File: config.mk
export PLATFORM = sky130hd
export DESIGN_NAME = ikaopll_smpl_out_flat
export DESIGN_NICKNAME = d
export VERILOG_FILES = /design/src/rtl/ikaopll_smpl_out_if.sv /design/src/rtl/ikaopll_smpl_out.sv /design/src/flat_wrapper.sv
export SDC_FILE = /design/constraint.sdc
export NUM_CORES = 1
export LEC_CHECK = 0
export ABC_AREA = 1
export CELL_PAD_IN_SITES_DETAIL_PLACEMENT = 1
export CELL_PAD_IN_SITES_GLOBAL_PLACEMENT = 1
export CORE_UTILIZATION = 35
export DETAILED_ROUTE_END_ITERATION = 10
export PLACE_DENSITY = 0.69
export REMOVE_ABC_BUFFERS = 1
export SYNTH_ARGS = -nofsm -noshare
export SYNTH_HDL_FRONTEND = slang
export SYNTH_SLANG_ARGS = --single-unit
File: constraint.sdc
create_clock -name emuclk -period 4.4 [get_ports emuclk]
set_input_delay 0.44 -clock emuclk [delete_from_list [all_inputs] [get_ports emuclk]]
set_output_delay 0.44 -clock emuclk [all_outputs]
set_load 0.02 [all_outputs]
File: src/rtl/ikaopll_smpl_out_if.sv
// Sample stream between the output stage and the board-level audio serializer.
// The master presents a signed sample with valid and the slave accepts it with ready.
interface ikaopll_smpl_out_if;
  logic               valid;
  logic signed [15:0] data;
  logic               ready;

  modport master (output valid, output data, input ready);
  modport slave  (input valid, input data, output ready);
endinterface

File: src/rtl/ikaopll_smpl_out.sv
// Sample output stage.
// - Captures one mixed sample per frame from the accumulation DAC.
// - Applies an optional first-order DC-blocking high-pass to that sample.
// - Queues the result in a small FIFO and presents it on a valid/ready stream.
// The FIFO lets a stalling consumer coexist with the chip-timed sample rate.
module ikaopll_smpl_out #(
  parameter int FIFO_DEPTH = 4,
  parameter int DCB_SHIFT  = 8
) (
  input  logic                          emuclk,
  input  logic                          rst_n,
  input  logic                          phi1_ncen_n,
  input  logic                          acc_signed_strb,
  input  logic signed [15:0]            acc_signed,
  input  logic                          dcb_en,
  ikaopll_smpl_out_if.master            smpl,
  output logic [7:0]                    ovf_cnt,
  output logic [$clog2(FIFO_DEPTH):0]   fifo_lvl
);

  localparam int AW    = $clog2(FIFO_DEPTH);
  localparam int LVL_W = AW + 1;

  localparam logic [1:0] ST_IDLE = 2'd0;
  localparam logic [1:0] ST_FILT = 2'd1;
  localparam logic [1:0] ST_PUSH = 2'd2;

  localparam logic signed [18:0] S16_MAX = 19'sd32767;
  localparam logic signed [18:0] S16_MIN = -19'sd32768;
  localparam logic signed [18:0] S18_MAX = 19'sd131071;
  localparam logic signed [18:0] S18_MIN = -19'sd131072;

  if ((FIFO_DEPTH < 2) || (FIFO_DEPTH > 16) || ((FIFO_DEPTH & (FIFO_DEPTH - 1)) != 0)) begin : g_bad_depth
    $error("FIFO_DEPTH must be a power of two in 2..16");
  end
  if ((DCB_SHIFT < 4) || (DCB_SHIFT > 12)) begin : g_bad_shift
    $error("DCB_SHIFT must be in 4..12");
  end

  // Clamp the wide filter result to the 16-bit output range.
  function automatic logic signed [15:0] sat16(input logic signed [18:0] v);
    logic signed [18:0] c;
    if (v > S16_MAX)      c = S16_MAX;
    else if (v < S16_MIN) c = S16_MIN;
    else                  c = v;
    return c[15:0];
  endfunction

  // Clamp the wide filter result to the 18-bit feedback state range.
  function automatic logic signed [17:0] clamp18(input logic signed [18:0] v);
    logic signed [18:0] c;
    if (v > S18_MAX)      c = S18_MAX;
    else if (v < S18_MIN) c = S18_MIN;
    else                  c = v;
    return c[17:0];
  endfunction

  logic [1:0]            state;
  logic                  strb_z;
  logic                  capture;
  logic signed [15:0]    x_p0;
  logic signed [15:0]    xprev;
  logic signed [17:0]    yprev;
  logic signed [16:0]    d_p0;
  logic signed [17:0]    leak_p0;
  logic signed [18:0]    yn_p0;
  logic signed [15:0]    res_p1;

  logic signed [15:0]    mem [FIFO_DEPTH];
  logic [AW:0]           wr_ptr;
  logic [AW:0]           rd_ptr;
  logic [LVL_W-1:0]      lvl;
  logic                  fifo_empty;
  logic                  fifo_full;
  logic                  push_req;
  logic                  pop;
  logic                  wr_en;
  logic                  drop;

  // Strobe delay line; starts high so a strobe held across reset release is not taken as an edge.
  always_ff @(posedge emuclk or negedge rst_n) begin
    if (!rst_n)            strb_z <= 1'b1;
    else if (!phi1_ncen_n) strb_z <= acc_signed_strb;
  end

  // Edges arriving during a busy FSM are ignored; the frame period makes that unreachable.
  assign capture = ~phi1_ncen_n & acc_signed_strb & ~strb_z & (state == ST_IDLE);

  // Sequencer: capture -> filter -> push, one step per emuclk independent of the enable.
  always_ff @(posedge emuclk or negedge rst_n) begin
    if (!rst_n) begin
      state <= ST_IDLE;
    end else begin
      case (state)
        ST_IDLE: if (capture) state <= ST_FILT;
        ST_FILT: state <= ST_PUSH;
        ST_PUSH: state <= ST_IDLE;
        default: state <= ST_IDLE;
      endcase
    end
  end

  // ---- stage p0: sample capture ----
  // Hold the captured sample for the filter step.
  always_ff @(posedge emuclk) begin
    if (capture) x_p0 <= acc_signed;
  end

  // y[n] = y[n-1] + (x[n] - x[n-1]) - (y[n-1] >>> k), evaluated wide enough not to wrap.
  always_comb begin
    d_p0    = 17'(x_p0) - 17'(xprev);
    leak_p0 = yprev >>> DCB_SHIFT;
    yn_p0   = 19'(yprev) + 19'(d_p0) - 19'(leak_p0);
  end

  // Filter state advances even in bypass so re-enabling the blocker starts from fresh history.
  always_ff @(posedge emuclk or negedge rst_n) begin
    if (!rst_n) begin
      xprev <= '0;
      yprev <= '0;
    end else if (state == ST_FILT) begin
      xprev <= x_p0;
      yprev <= clamp18(yn_p0);
    end
  end

  // ---- stage p1: filtered or raw result ----
  // Select the blocker output or the untouched sample for queueing.
  always_ff @(posedge emuclk) begin
    if (state == ST_FILT) res_p1 <= dcb_en ? sat16(yn_p0) : x_p0;
  end

  // ---- stage p2: FIFO ----
  assign lvl        = wr_ptr - rd_ptr;
  assign fifo_empty = (lvl == '0);
  assign fifo_full  = (lvl == LVL_W'(FIFO_DEPTH));
  assign push_req   = (state == ST_PUSH);
  assign pop        = smpl.valid & smpl.ready;
  // When full, a same-cycle pop frees the slot being written (wr and rd address coincide).
  assign wr_en      = push_req & (~fifo_full | pop);
  assign drop       = push_req & fifo_full & ~pop;

  // Sample storage; contents are only meaningful between the pointers.
  always_ff @(posedge emuclk) begin
    if (wr_en) mem[wr_ptr[AW-1:0]] <= res_p1;
  end

  // Pointer update; the extra MSB distinguishes full from empty.
  always_ff @(posedge emuclk or negedge rst_n) begin
    if (!rst_n) begin
      wr_ptr <= '0;
      rd_ptr <= '0;
    end else begin
      if (wr_en) wr_ptr <= wr_ptr + 1'b1;
      if (pop)   rd_ptr <= rd_ptr + 1'b1;
    end
  end

  // Count samples lost to a full FIFO, sticking at the top.
  always_ff @(posedge emuclk or negedge rst_n) begin
    if (!rst_n)                       ovf_cnt <= '0;
    else if (drop && ovf_cnt != 8'hFF) ovf_cnt <= ovf_cnt + 8'd1;
  end

  assign smpl.valid = ~fifo_empty;
  assign smpl.data  = fifo_empty ? 16'sd0 : mem[rd_ptr[AW-1:0]];
  assign fifo_lvl   = lvl;

endmodule

File: src/flat_wrapper.sv
// flat-port wrapper written by rule: the top's interface ports become plain ports
module ikaopll_smpl_out_flat 
#(
  parameter int FIFO_DEPTH = 4,
  parameter int DCB_SHIFT  = 8
)
  (emuclk, rst_n, phi1_ncen_n, acc_signed_strb, acc_signed, dcb_en, ovf_cnt, fifo_lvl, smpl_valid, smpl_data, smpl_ready);
  ikaopll_smpl_out_if smpl_i ();
  input  logic emuclk;
  input  logic rst_n;
  input  logic phi1_ncen_n;
  input  logic acc_signed_strb;
  input  logic signed [15:0] acc_signed;
  input  logic dcb_en;
  output logic [7:0] ovf_cnt;
  output logic [$clog2(FIFO_DEPTH):0] fifo_lvl;
  output wire logic [$bits(smpl_i.valid)-1:0] smpl_valid;
  output wire logic [$bits(smpl_i.data)-1:0] smpl_data;
  input wire logic [$bits(smpl_i.ready)-1:0] smpl_ready;
  assign smpl_valid = smpl_i.valid;
  assign smpl_data = smpl_i.data;
  assign smpl_i.ready = smpl_ready;
  ikaopll_smpl_out #(.FIFO_DEPTH(FIFO_DEPTH), .DCB_SHIFT(DCB_SHIFT)) u_core (.emuclk(emuclk), .rst_n(rst_n), .phi1_ncen_n(phi1_ncen_n), .acc_signed_strb(acc_signed_strb), .acc_signed(acc_signed), .dcb_en(dcb_en), .smpl(smpl_i), .ovf_cnt(ovf_cnt), .fifo_lvl(fifo_lvl));
endmodule
==> flow_summary.toml <==
[run_status]
status = "finished, final reports clean"

[final_layout]
ff_latch_area_um2 = 4160
num_antenna_cells = 0
syn2layout_area_growth_pct = 18.2
multi_input_area_um2 = 3410
layout-drive-gt1-share_pct = 9.79
nNetsFinal = 1013
fillers = 2633

[synthesis]
synth_most_common_cell = "nand2_1"
ys_types = 34
yosys.area.top_type = "edfxtp_1"
synth_top_cells_by_area = "edfxtp_1 35%, dfrtp_1 15%, fa_1 8.7%"
synth-edff-count = 96
avgSynthCellArea_um2 = 9.57
ys_warn_count = 0
ys_ff_latch = 147
ys_seq_area_share_pct = 50.4
synth_flop_cell = "edfxtp_1"
syn_inst = 862
async_reset_ff_share_pct = 34.7
syn_area_um2 = 8250
synth_top_cell_area_share_pct = 34.9
ys_top_cells_by_count = "187 x nand2_1, 143 x inv_1, 105 x nor2_1"

[worst_setup_path]
end_kind = "flop"
r2r_slack_ns = 0.43
crit_slowest_cell = "fa_1"
required_ns = 4.56
critPathKind = "flop to flop"
crit_cells = 16
slowest_delay_ns = 0.52
worst-path-max-fanout = 28
crit_top_cell = "inv_1"
start_kind = "flop"
r2r-start = "u_core.yprev[16]$_DFFE_PN0N_"
cp.arrival_ns = 4.13
path_cells = "inv_1, fa_1, fa_1, inv_1, ha_1, nand2_1, nor2_2, inv_1, nor2_2, nand3_2, nand3_1, nand2_1, nand2_2, nand2_2, nand3_1, a21oi_2"
reg2reg_depth = 16
path_buf_inv = 3
critPathTopFamily = "simple AND/OR/NAND/NOR gates"
rr_endpoint = "u_core.res_p1[10]$_DFFE_PN_"

[sta]
tightest_slew_ns = 0.714
clock_skew_ns = 0.00854
hold_viol = 0
tns_ns = 0
finalCritPeriodShare_pct = 90.3
relSlewSlack_pct = 52.4
fmax_mhz = 252
slew_violations = 0
setup_viol = 0
rsz0062_at_grt = "false"
fin_crit_ns = 3.97

[placement]
port_buffers = 49
dp_hpwl_um = 14800
gp_congestion = 0.796

[worst_hold_path]
hold_path_class = "primary input to asynchronous set/reset pin"

[clocking]
cts-htree-levels = 4
cts_buffers = 17
cts_resized = 0
clk_path_buf_depth = 2
clkTransAtPathRegs_ns = 0.06
cts_tree = "yes"
clock_sinks = 147
clk_latency_ns = 0.41
cts_setup_buffers = 0
root_buffer = "clkbuf_16"
hold_buffers = 0

[global_route]
grt_max_degree = 52
grt_antenna_before_repair = 0
grt_usage_pct = 18.2
grt_first_pass_wirelength_um = 34200
grt_pass1_vias = 6453
grt-ovfl-total = 0

[die]
pin_count = 50
fp.dieW_um = 156
rows = 55
start_util_pct = 36.1
die_h_um = 156
die_area_um2 = 24200
coreArea_um2 = 22800

[detailed_routing]
drt_wl_total_um = 19800
postRouteAntennaNets = 0
vias = 5849
remaining_drc_errors = 0
wl_per_cell_um = 15.8
drtPass1Iterations = 4
avgViaCountPerCell = 4.67
drt_iter0_markers = 252

[run]
cap_violations = 0
-- layout by cell type, fill, tap and decap left out, drive strengths merged --
master and count:
a21o 1, a21oi 45, and2 2, and3 3
buf 21, bufinv 2, clkbuf 17, clkdlybuf4s50 48
clkinv 4, clkinvlp 2, dfrtp 50, dfstp 1
edfxtp 96, fa 36, ha 28, inv 153
mux2 2, nand2 196, nand3 39, nand4 6
nor2 113, nor3 2, nor4 2, o21ai 30
o32ai 16, or2 1, xnor2 8, xor2 16
-- routing by layer --
metal | GRT usage, % | part of all wire, % | vias up
li1 | - | - | 2879
met1 | 24.0 | 47 | 2881
met2 | 31.4 | 50 | 77
met3 | 2.33 | 2.0 | 12
met4 | 5.09 | 1.4 | 0
met5 | 0 | 0 | -
-- flip-flops by register name (all words and copies together) (netlist names) --
name and flops:
u_core.xprev 16, u_core.yprev 18, u_core.res_p1 16, u_core.rd_ptr 3
u_core.state 2, u_core.x_p0 16, u_core.wr_ptr 3, u_core.strb_z 1
u_core.ovf_cnt 8, u_core.mem 64
-- final cells by class --
class                   count  share of cell area (%)
clock inverters            15                    1.77
clock buffers              17                    4.36
repair buffers             69                    6.64
flip-flops and latches    147                    42.6
multi-input cells         546                    34.9
inverters                 146                    5.62
well taps                 313                    4.01
-- stage by stage --
stage	std cells	setup slack, ns	util, %	area, um2	hold slack (ns)
2_1_floorplan	839	0.770	-	8110	0.144
3_3_place_gp	1221	0.491	40.1	9160	0.468
3_5_place_dp	1221	0.409	40.1	9160	0.479
4_1_cts	1253	0.374	42.7	9760	0.170
5_1_grt	1253	0.120	42.7	9760	0.205
6_report	1253	0.428	42.7	9760	0.152
-- worst register-to-register path, stage by stage, from the launching register on --
cell and delay [ns]:
dfrtp_1 0.46, inv_1 0.11, fa_1 0.51, fa_1 0.52, inv_1 0.05, ha_1 0.38
nand2_1 0.11, nor2_2 0.15, inv_1 0.09, nor2_2 0.15, nand3_2 0.16, nand3_1 0.13
nand2_1 0.07, nand2_2 0.14, nand2_2 0.35, nand3_1 0.27, a21oi_2 0.08
-- worst max path at each step --
stage | from | to
after floorplan | u_core.yprev[17]$_DFFE_PN0N_ | u_core.res_p1[10]$_DFFE_PN_
after global placement | u_core.yprev[16]$_DFFE_PN0N_ | u_core.res_p1[12]$_DFFE_PN_
after detailed placement | u_core.yprev[16]$_DFFE_PN0N_ | u_core.res_p1[10]$_DFFE_PN_
after CTS | u_core.yprev[16]$_DFFE_PN0N_ | u_core.res_p1[10]$_DFFE_PN_
after global routing | u_core.yprev[17]$_DFFE_PN0N_ | u_core.res_p1[10]$_DFFE_PN_
final | u_core.yprev[16]$_DFFE_PN0N_ | u_core.res_p1[10]$_DFFE_PN_
-- cells by family (layout without fill, tap and decap cells) --
kind of cell	after synthesis	after routing	share of synthesized area (%)
muxes	2	2	0.273
and+or+nand+nor	364	364	18.4
xor gates and xnor gates	24	24	2.55
buffers and inverters	169	247	8.34
AOI/OAI and AO/OA	92	92	7.02
adders and majority gates	64	64	13.0
DFF	147	147	50.4
Power is left out: the tool's default activity adds up to more than one toggle a clock period on the data nets, which glitch-free logic cannot reach.
